===== config.mk =====
export PLATFORM = sky130hd
export DESIGN_NAME = pipe_ctrl_unit
export DESIGN_NICKNAME = d
export VERILOG_FILES = /design/src/rtl/pipe_pkg.sv /design/src/rtl/ctrl_decode.sv /design/src/rtl/pipe_ctrl_unit.sv
export SDC_FILE = /design/constraint.sdc
export NUM_CORES = 1
export LEC_CHECK = 0
export CAP_MARGIN = 30
export CORE_ASPECT_RATIO = 1.5
export CORE_MARGIN = 3
export CORE_UTILIZATION = 45
export DETAILED_ROUTE_END_ITERATION = 10
export PLACE_DENSITY_LB_ADDON = 0.05
export SKIP_LAST_GASP = 1
export SYNTH_ARGS = -nofsm -noshare
export SYNTH_HDL_FRONTEND = slang
export SYNTH_SLANG_ARGS = --single-unit

===== constraint.sdc =====
create_clock -name clk -period 3.9 [get_ports clk]
set_input_delay 0.975 -clock clk [delete_from_list [all_inputs] [get_ports clk]]
set_output_delay 0.975 -clock clk [all_outputs]
set_load 0.01 [all_outputs]

===== src/rtl/pipe_pkg.sv =====
`default_nettype none
// ============================================================================
// Package     : pipe_pkg
// Description : Shared definitions for the pipeline control unit.
//               - opcode / funct encodings recognised in ID
//               - bit positions inside the control word
//                 {RegDst,ALUSrc,MemToReg,RegWrite,MemRead,MemWrite,
//                  Branch,Jump,ALUOp[1:0]}
//               - the decoded control word for every supported opcode
// Revision    : 1.0 - initial release
// ============================================================================
package pipe_pkg;

    // Opcode / funct encodings
    localparam logic [5:0] c_op_rtype = 6'b000000;
    localparam logic [5:0] c_op_lw    = 6'b100011;
    localparam logic [5:0] c_op_sw    = 6'b101011;
    localparam logic [5:0] c_op_beq   = 6'b000100;
    localparam logic [5:0] c_op_addi  = 6'b001000;
    localparam logic [5:0] c_op_j     = 6'b000010;
    localparam logic [5:0] c_fn_mult  = 6'b011000;

    // Control word layout
    localparam int c_ctrl_w        = 10;
    localparam int c_bit_regdst    = 9;
    localparam int c_bit_alusrc    = 8;
    localparam int c_bit_memtoreg  = 7;
    localparam int c_bit_regwrite  = 6;
    localparam int c_bit_memread   = 5;
    localparam int c_bit_memwrite  = 4;
    localparam int c_bit_branch    = 3;
    localparam int c_bit_jump      = 2;
    localparam int c_bit_aluop_hi  = 1;
    localparam int c_bit_aluop_lo  = 0;

    // Decoded control words
    localparam logic [c_ctrl_w-1:0] c_ctrl_nop   = 10'b0000000000;
    localparam logic [c_ctrl_w-1:0] c_ctrl_rtype = 10'b1001000010;
    localparam logic [c_ctrl_w-1:0] c_ctrl_lw    = 10'b0111100000;
    localparam logic [c_ctrl_w-1:0] c_ctrl_sw    = 10'b0100010000;
    localparam logic [c_ctrl_w-1:0] c_ctrl_beq   = 10'b0000001001;
    localparam logic [c_ctrl_w-1:0] c_ctrl_addi  = 10'b0101000000;
    localparam logic [c_ctrl_w-1:0] c_ctrl_j     = 10'b0000000100;

endpackage : pipe_pkg
`default_nettype wire


===== src/rtl/ctrl_decode.sv =====
`default_nettype none
// ============================================================================
// Module      : ctrl_decode
// Description : Purely combinational ID-stage decoder. Maps opcode/funct to
//               the control word, flags opcodes outside the supported set,
//               and recognises the multi-cycle MULT (R-type, funct 011000).
// Ports       : i_opcode  - instr[31:26]
//               i_funct   - instr[5:0]
//               o_ctrl    - decoded control word (all-zero for a bubble)
//               o_illegal - opcode not recognised
//               o_is_mult - instruction is MULT
// Revision    : 1.0 - initial release
// ============================================================================
module ctrl_decode
    import pipe_pkg::*;
#(
    parameter int OPCODE_W = 6,
    parameter int CTRL_W   = 10
) (
    input  logic [OPCODE_W-1:0] i_opcode,
    input  logic [OPCODE_W-1:0] i_funct,
    output logic [CTRL_W-1:0]   o_ctrl,
    output logic                o_illegal,
    output logic                o_is_mult
);

    always_comb begin
        o_ctrl    = CTRL_W'(c_ctrl_nop);
        o_illegal = 1'b0;
        o_is_mult = 1'b0;
        case (i_opcode)
            OPCODE_W'(c_op_rtype): begin
                o_ctrl    = CTRL_W'(c_ctrl_rtype);
                o_is_mult = (i_funct == OPCODE_W'(c_fn_mult));
            end
            OPCODE_W'(c_op_lw):   o_ctrl = CTRL_W'(c_ctrl_lw);
            OPCODE_W'(c_op_sw):   o_ctrl = CTRL_W'(c_ctrl_sw);
            OPCODE_W'(c_op_beq):  o_ctrl = CTRL_W'(c_ctrl_beq);
            OPCODE_W'(c_op_addi): o_ctrl = CTRL_W'(c_ctrl_addi);
            OPCODE_W'(c_op_j):    o_ctrl = CTRL_W'(c_ctrl_j);
            default:              o_illegal = 1'b1;
        endcase
    end

endmodule : ctrl_decode
`default_nettype wire


===== src/rtl/pipe_ctrl_unit.sv =====
`default_nettype none
// ============================================================================
// Module      : pipe_ctrl_unit
// Description : Pipeline control unit. Decodes the ID instruction and carries
//               its control word through ID/EX, EX/MEM and MEM/WB. Inserts a
//               bubble on a load-use hazard, holds ID/EX while a MULT
//               occupies EX for MUL_CYCLES cycles, and squashes ID and EX on
//               a taken branch.
// Ports       : clk, reset        - clock, synchronous active-high reset
//               opcode, funct     - ID instruction fields
//               id_rs, id_rt      - ID source register specifiers
//               flush             - branch taken, squash ID and EX
//               ex_ctrl/mem_ctrl/wb_ctrl - stage control words
//               pc_write, ifid_write     - front-end enables (combinational)
//               mul_busy          - MULT holding EX (registered)
//               illegal_op        - one-cycle pulse, bad opcode into ID/EX
// Revision    : 1.0 - initial release
// ============================================================================
module pipe_ctrl_unit
    import pipe_pkg::*;
#(
    parameter int OPCODE_W   = 6,
    parameter int REG_W      = 5,
    parameter int CTRL_W     = 10,
    parameter int MUL_CYCLES = 4
) (
    input  logic                clk,
    input  logic                reset,
    input  logic [OPCODE_W-1:0] opcode,
    input  logic [OPCODE_W-1:0] funct,
    input  logic [REG_W-1:0]    id_rs,
    input  logic [REG_W-1:0]    id_rt,
    input  logic                flush,
    output logic [CTRL_W-1:0]   ex_ctrl,
    output logic [CTRL_W-1:0]   mem_ctrl,
    output logic [CTRL_W-1:0]   wb_ctrl,
    output logic                pc_write,
    output logic                ifid_write,
    output logic                mul_busy,
    output logic                illegal_op
);

    localparam int c_cnt_w = (MUL_CYCLES > 1) ? $clog2(MUL_CYCLES) : 1;

    localparam logic [0:0] c_st_run      = 1'b0;
    localparam logic [0:0] c_st_mul_busy = 1'b1;

    // Registered state
    logic [0:0]         r_state;
    logic [c_cnt_w-1:0] r_cnt;
    logic [CTRL_W-1:0]  r_ex_ctrl;
    logic [REG_W-1:0]   r_ex_rt;
    logic [CTRL_W-1:0]  r_mem_ctrl;
    logic [CTRL_W-1:0]  r_wb_ctrl;
    logic               r_illegal;

    // Next-state values
    logic [0:0]         w_nxt_state;
    logic [c_cnt_w-1:0] w_nxt_cnt;
    logic [CTRL_W-1:0]  w_nxt_ex_ctrl;
    logic [REG_W-1:0]   w_nxt_ex_rt;
    logic [CTRL_W-1:0]  w_nxt_mem_ctrl;
    logic [CTRL_W-1:0]  w_nxt_wb_ctrl;
    logic               w_nxt_illegal;
    logic               w_front_en;

    // Decoder outputs
    logic [CTRL_W-1:0]  w_dec_ctrl;
    logic               w_dec_illegal;
    logic               w_dec_is_mult;

    logic               w_busy;
    logic               w_lu;

    ctrl_decode #(
        .OPCODE_W (OPCODE_W),
        .CTRL_W   (CTRL_W)
    ) u_decode (
        .i_opcode  (opcode),
        .i_funct   (funct),
        .o_ctrl    (w_dec_ctrl),
        .o_illegal (w_dec_illegal),
        .o_is_mult (w_dec_is_mult)
    );

    assign w_busy = (r_state == c_st_mul_busy);

    // A load into r0 never creates a dependency: r0 is hard-wired to zero.
    assign w_lu = r_ex_ctrl[c_bit_memread]
                & (r_ex_rt != '0)
                & ((r_ex_rt == id_rs) | (r_ex_rt == id_rt));

    // Next-state / output logic. The if-chain order encodes the priority
    // flush > MUL hold > load-use > normal advance; reset sits on top in the
    // register process.
    always_comb begin
        w_nxt_state    = r_state;
        w_nxt_cnt      = r_cnt;
        w_nxt_ex_ctrl  = w_dec_ctrl;
        w_nxt_ex_rt    = id_rt;
        w_nxt_mem_ctrl = r_ex_ctrl;
        w_nxt_wb_ctrl  = r_mem_ctrl;
        w_nxt_illegal  = w_dec_illegal;
        w_front_en     = 1'b1;

        if (flush) begin
            // The fetch unit loads the branch target, so the front end runs.
            w_nxt_ex_ctrl  = '0;
            w_nxt_ex_rt    = '0;
            w_nxt_mem_ctrl = '0;
            w_nxt_illegal  = 1'b0;
            w_nxt_state    = c_st_run;
            w_nxt_cnt      = '0;
        end else if (w_busy) begin
            // MULT keeps EX: ID/EX holds, EX/MEM receives bubbles.
            w_nxt_ex_ctrl  = r_ex_ctrl;
            w_nxt_ex_rt    = r_ex_rt;
            w_nxt_mem_ctrl = '0;
            w_nxt_illegal  = 1'b0;
            w_front_en     = 1'b0;
            w_nxt_cnt      = r_cnt - c_cnt_w'(1);
            if (r_cnt == c_cnt_w'(1)) begin
                w_nxt_state = c_st_run;
            end
        end else if (w_lu) begin
            w_nxt_ex_ctrl  = '0;
            w_nxt_ex_rt    = '0;
            w_nxt_illegal  = 1'b0;
            w_front_en     = 1'b0;
        end else if (w_dec_is_mult && (MUL_CYCLES > 1)) begin
            // The entry edge is the first of MUL_CYCLES cycles in EX.
            w_nxt_state = c_st_mul_busy;
            w_nxt_cnt   = c_cnt_w'(MUL_CYCLES - 1);
        end
    end

    always_ff @(posedge clk) begin
        if (reset) begin
            r_state    <= c_st_run;
            r_cnt      <= '0;
            r_ex_ctrl  <= '0;
            r_ex_rt    <= '0;
            r_mem_ctrl <= '0;
            r_wb_ctrl  <= '0;
            r_illegal  <= 1'b0;
        end else begin
            r_state    <= w_nxt_state;
            r_cnt      <= w_nxt_cnt;
            r_ex_ctrl  <= w_nxt_ex_ctrl;
            r_ex_rt    <= w_nxt_ex_rt;
            r_mem_ctrl <= w_nxt_mem_ctrl;
            r_wb_ctrl  <= w_nxt_wb_ctrl;
            r_illegal  <= w_nxt_illegal;
        end
    end

    assign ex_ctrl    = r_ex_ctrl;
    assign mem_ctrl   = r_mem_ctrl;
    assign wb_ctrl    = r_wb_ctrl;
    assign pc_write   = w_front_en;
    assign ifid_write = w_front_en;
    assign mul_busy   = w_busy;
    assign illegal_op = r_illegal;

endmodule : pipe_ctrl_unit
`default_nettype wire


Yosys cells after proc, flatten, opt, wreduce, memory -nomap -nowiden
Cells that the tools add are included.
{ "word_totals": {"ff_bits": 39, "inputBits": 25, "output_inout_bits": 34, "word_cells": 44} }
{ "op_classes": {"add_sub_neg": 1, "n_eq_ne": 10, "muxes": 15, "bitwise_logic": 3, "n_reduce_logical": 8} }
{ "op_table": {"columns": ["operator", "n"], "rows": [
  ["10-bit case mux with 6 select lines", 1],
  ["6-bit == test, second input constant", 2],
  ["5-bit == test", 2],
  ["10-bit 2-to-1 mux", 1],
  ["1-bit 2-to-1 mux", 9],
  ["6-bit by 2-bit == test with 1-bit output, second input constant", 1],
  ["6-bit by 3-bit == test with 1-bit output, second input constant", 1],
  ["6-bit by 4-bit == test with 1-bit output, second input constant", 1],
  ["6-bit by 5-bit == test with 1-bit output, second input constant", 1],
  ["6-bit logical NOT", 1],
  ["2-bit 2-to-1 mux", 3],
  ["6-bit OR reduction", 1],
  ["5-bit 2-to-1 mux", 1],
  ["5-bit nonzero test", 1],
  ["4-bit OR reduction", 1],
  ["3-bit OR reduction", 1],
  ["1-bit bitwise AND", 2],
  ["2-bit by 1-bit == test with 1-bit output, second input constant", 1],
  ["2-bit != test, second input constant", 1],
  ["2-bit AND reduction", 1],
  ["2-bit nonzero test", 1],
  ["2-bit OR reduction", 1],
  ["2-bit by 1-bit subtractor with 2-bit output, second input constant", 1],
  ["1-bit bitwise OR", 1]
]} }

Logic depth before layout (Yosys ltp)
{ "logic_depth": {"ltp_word": 6, "mapped_depth": 6} }

Modules after synthesis
From an unflattened synthesis, not the netlist that was laid out.
{ "hier_totals": {"cells_unflattened": 176, "hier_area_um2": 1752.9} }
{ "modules_own_cells": {"columns": ["mod", "n_inst", "cells_per_inst", "area_per_inst_um2", "seq_area_each_um2"], "rows": [
  ["pipe_ctrl_unit", 1, 153, 1565.3, 780.7],
  ["ctrl_decode", 1, 23, 187.7, 0.0]
]} }

Worst setup path before layout
Ideal clock, no wire load.
{ "synth_timing": {"path_type": "input to output", "from": "in id_rs[4]", "to": "out pc_write", "t_arrival_ps": 2147, "required_time_ps": 2925, "slack_ps": 778, "path_stages": 6, "n_path_buf": 2, "path_cell_list": "xnor2_1 > nand3_1 > o22ai_1 > clkbuf_1 > a21oi_1 > buf_4"} }
{ "synth_between": {"elab_chain_cells": 6} }
{ "synth_lines": {"columns": ["item", "line", "text"], "rows": [
  ["start: declaration", "pipe_ctrl_unit.sv:31", "input logic [REG_W-1:0] id_rs,"],
  ["5-bit == test", "pipe_ctrl_unit.sv:91", "& ((r_ex_rt == id_rs) | (r_ex_rt == id_rt));"],
  ["1-bit bitwise OR", "pipe_ctrl_unit.sv:91", null],
  ["1-bit bitwise AND", "pipe_ctrl_unit.sv:91", null],
  ["1-bit 2-to-1 mux", "pipe_ctrl_unit.sv:125", "end else if (w_lu) begin"],
  ["1-bit 2-to-1 mux", "pipe_ctrl_unit.sv:114", "end else if (w_busy) begin"],
  ["1-bit 2-to-1 mux", "pipe_ctrl_unit.sv:106", "if (flush) begin"],
  ["end: declaration", "pipe_ctrl_unit.sv:37", "output logic pc_write,"]
]} }
No other way between the ends.

Worst setup path in the final report
{ "layout_timing": {"from": "in id_rt[3]", "to": "out pc_write"} }
{ "layout_between": {"elab_chain_cells": 6} }
{ "layout_lines": {"columns": ["item", "line", "text"], "rows": [
  ["start: declaration", "pipe_ctrl_unit.sv:32", "input logic [REG_W-1:0] id_rt,"],
  ["5-bit == test", "pipe_ctrl_unit.sv:91", null],
  ["1-bit bitwise OR", "pipe_ctrl_unit.sv:91", null],
  ["1-bit bitwise AND", "pipe_ctrl_unit.sv:91", null],
  ["1-bit 2-to-1 mux", "pipe_ctrl_unit.sv:125", null],
  ["1-bit 2-to-1 mux", "pipe_ctrl_unit.sv:114", null],
  ["1-bit 2-to-1 mux", "pipe_ctrl_unit.sv:106", null]
]} }
No other way between the ends.

==> summary.txt <==
Clock tree
  • Clock transition at path regs: 60 ps
  • CTS buffer count: 5
  • Clock latency on the worst-skew pair: 280 ps
  • CTS tree: yes
  • H-tree Lvls: 2
  • CTS Buffer Depth: 2
  • Post CTS Setup Buffer Count: 0
  • Hold-fix buffers, CTS: 0
  • CTS-repair resized insts: 0
  • Clock sink total: 30
  • CTS root buffer: clkbuf_8

Place
  • Routability-driven placement congestion ratio: 0.7609
  • Post-DP HPWL: 2696 um
  • Port Buffers: 58
  • Placed cell count: 239
  • Dpl ws: 383.8 ps

Worst setup path
  • Critical Path Source Type: input port
  • Worst path slowest cell: clkdlybuf4s50_1
  • CP max stage delay: 580 ps
  • R2r setup slk: 2110 ps
  • Most common cell on crit path: clkdlybuf4s50_1
  • Worst setup EP type: output pin
  • Req. time, crit path: 2920 ps
  • Setup crit start: id_rt[3]
  • Worst path bufs/invs: 2
  • Crit-path max FO: 3
  • Crit-path leading delay family: buffers and inverters
  • Worst path cell trace: clkdlybuf4s50_1, xnor2_1, nand3_1, o22ai_1, a21oi_1, clkdlybuf4s50_1
  • Worst r2r src: r_ex_rt[4]$_SDFFE_PP0N_
  • CP Class: input port to output pin
  • Arr. time, crit path: 2520 ps

Power and ir drop
  • Pwr dens: 331.1 mW/mm^2
  • Comb pwr share: 11.2%
  • Psw: 153.8 uW
  • Sw Ratio: 22.35%
  • Sequential share of power: 46.4%
  • Tot Pwr: 688.0 uW
  • Int Pwr: 534.3 uW
  • Worst vdd ir: 0.0002658 V
  • Leak: 0.0007305 uW
  • Clock power frac: 42.4%

Worst hold path
  • Hold crit path type: flop to flop
  • Hold Startpoint: mem_ctrl[4]$_SDFF_PP0_

Synth
  • Post-Syn Nets: 181
  • Post-synthesis sequential area ratio: 42.67%
  • Post-synthesis cell count: 155
  • Yosys top cell area share: 42.67%
  • Largest family of logic cells by synthesized area: simple AND/OR/NAND/NOR gates
  • Synth cell types: 39
  • Yosys warnings: 0
  • Xor/xnor share of the synthesized area: 6.222%
  • Compound-Gate Fraction of Synth Area: 18.22%
  • #FFs+latches synth: 30
  • Simple-Gate Fraction of Synth Area: 22.58%
  • Adder-cell share of the synthesized area: 0.8889%
  • Area contributors post-synth: dfxtp_1, a32oi_1, xnor2_1
  • Mux cell area share after synthesis: 0.7111%
  • Synth area leader: dfxtp_1
  • Post-Syn Area: 0.001408 sq mm
  • Synthesized area per cell: 9.081 sq um

STA
  • Worst setup margin: 400.4 ps
  • Skew final: 6.465 ps
  • Crit share post-route: 89.73%
  • Max-slew violation count: 0
  • Min Tclk post-route: 3500 ps
  • Final Hold Fails: 0
  • Max-slew headroom: 44.43%
  • Final setup violation count: 0
  • RSZ-0062 raised after global routing: false
  • F_max: 285.7 MHz
  • Worst-Margin Slew: 826.0 ps
  • Setup TNS Final: 0 ps

Drt
  • DRC: 0
  • Vias: 1333
  • Via density: 5.397
  • Starting DRT DRC Count: 43
  • Antenna-violating nets left: 0
  • Final wirelength: 3510 um
  • TritonRoute pass-1 iters: 4
  • WL/cell: 14.21 um

Layout
  • Final Util: 70.62%
  • Layout Cells excl Fill: 247
  • Syn-to-layout area delta: 47.64%
  • Share of layout cells above drive strength 1: 9.615%
  • Layout net count: 233
  • Fillers: 260
  • Antenna diode instance count: 0

Run
  • Total of max-cap violations: 0

Global route
  • Remaining global-route overflow: 0
  • Largest net degree at the start of global routing: 20
  • Initial antenna violation count: 0
  • First-pass GRT wire length: 5740 um
  • Total track usage: 19.79%
  • Vias in the first global route: 1337

Floorplanning
  • I/O pin count: 59
  • Die Y: 74.50 um
  • Core area: 0.002943 sq mm
  • Die area: 0.003849 sq mm
  • Placement Rows: 24
  • DIE WIDTH: 51.67 um
  • Initial core utilization: 47.83%

Outcome
  • Status: finished clean
## layout by cell type, fill, tap and decap left out, drive strengths merged
cell type and n:
a31oi 1, a21oi 3, a2111oi 1, and2 8, clkdlybuf4s50 58, and3 1
nand3 5, nand4 1, or3 1, xnor2 10, a211oi 1, a32oi 11
clkbuf 8, nor2b 9, o211ai 1, o21ai 15, dfxtp 30, nor3 3
nand2b 1, nand2 14, ha 1, buf 5, o31ai 1, inv 3
nor4bb 1, and4b 1, and3b 1, or4b 1, o22ai 1, mux2i 1
nor4 3, or2 1, or4 1, a41oi 1, nor2 3, nor3b 1
## power by group through the flow
stage / clock (uW) / sequential [uW] / combinational (uW)
detailed placement: 0 / 326 / 77.1
floorplan: 0 / 325 / 35.4
global route: 312 / 320 / 84.1
finish: 292 / 319 / 77.2
CTS: 300 / 319 / 77.5
global placement: 0 / 326 / 75.4
## routing by layer
layer / vias up / share of wire [%] / track usage, %
met5: - / 0 / 0
met4: 0 / 2.5 / 12.54
met3: 8 / 6.6 / 5.411
met2: 52 / 52 / 36.12
met1: 620 / 39 / 19.26
li1: 653 / - / -
## cells by family after synthesis
| group | count (synthesis) |
|---|---|
| AO/OA/AOI/OAI | 36 |
| XOR/XNOR | 10 |
| adder cells (fa/ha/maj) | 1 |
| buffers and inverters | 21 |
| flip-flops | 30 |
| multiplexers | 1 |
| AND/OR/NAND/NOR | 56 |
## per-stage QoR
stage,hold WS (ps),area (sq um)
finish,468.1,2078
detailed placement,462.3,1968
floorplan,492.2,1408
global placement,451.4,1968
CTS,472.2,2078
global route,487.1,2078
## synthesized netlist by cell type
master     count
mux2i_1        1
nor2b_1        9
and2_1         8
inv_2          1
xnor2_1       10
o21ai_0       14
inv_1          2
a41oi_1        1
a31oi_1        1
nand3_1        5
buf_1          1
nand2_1       14
a32oi_1       11
nor3b_1        1
nor4bb_1       1
and3b_1        1
dfxtp_1       30
or2_2          1
a211oi_1       1
or3_1          1
nor3_1         3
nor4_1         3
buf_2          2
and4b_1        1
clkbuf_1       4
and3_1         1
nand2b_1       1
o211ai_1       1
o21ai_4        1
buf_4         11
or4_4          1
o22ai_1        1
or4b_2         1
nand4_1        1
nor2_1         3
o31ai_1        1
a2111oi_2      1
a21oi_1        3
ha_1           1
## sequential cells by signal (all words and copies together) (netlist names)
register    count
ex_ctrl         7
illegal_op      1
mem_ctrl        7
mul_busy        1
r_cnt           2
r_ex_rt         5
wb_ctrl         7
## final timing paths
kind	endpoint	cells past startpoint
max	pc_write	6
min	wb_ctrl[4]$_SDFF_PP0_	1
max reg2reg	illegal_op$_SDFF_PP0_	5
min reg2reg	wb_ctrl[4]$_SDFF_PP0_	1
## area by class of cell
class	count	area (sq um)	area share, %
multi-input cells	104	689.4	33.17
well taps	39	48.80	2.348
inverters	3	11.26	0.5418
clock buffers	8	110.1	5.298
repair buffers	63	618.1	29.74
flip-flops and latches	30	600.6	28.90
No activity file was read; power rests on OpenSTA's default activity.
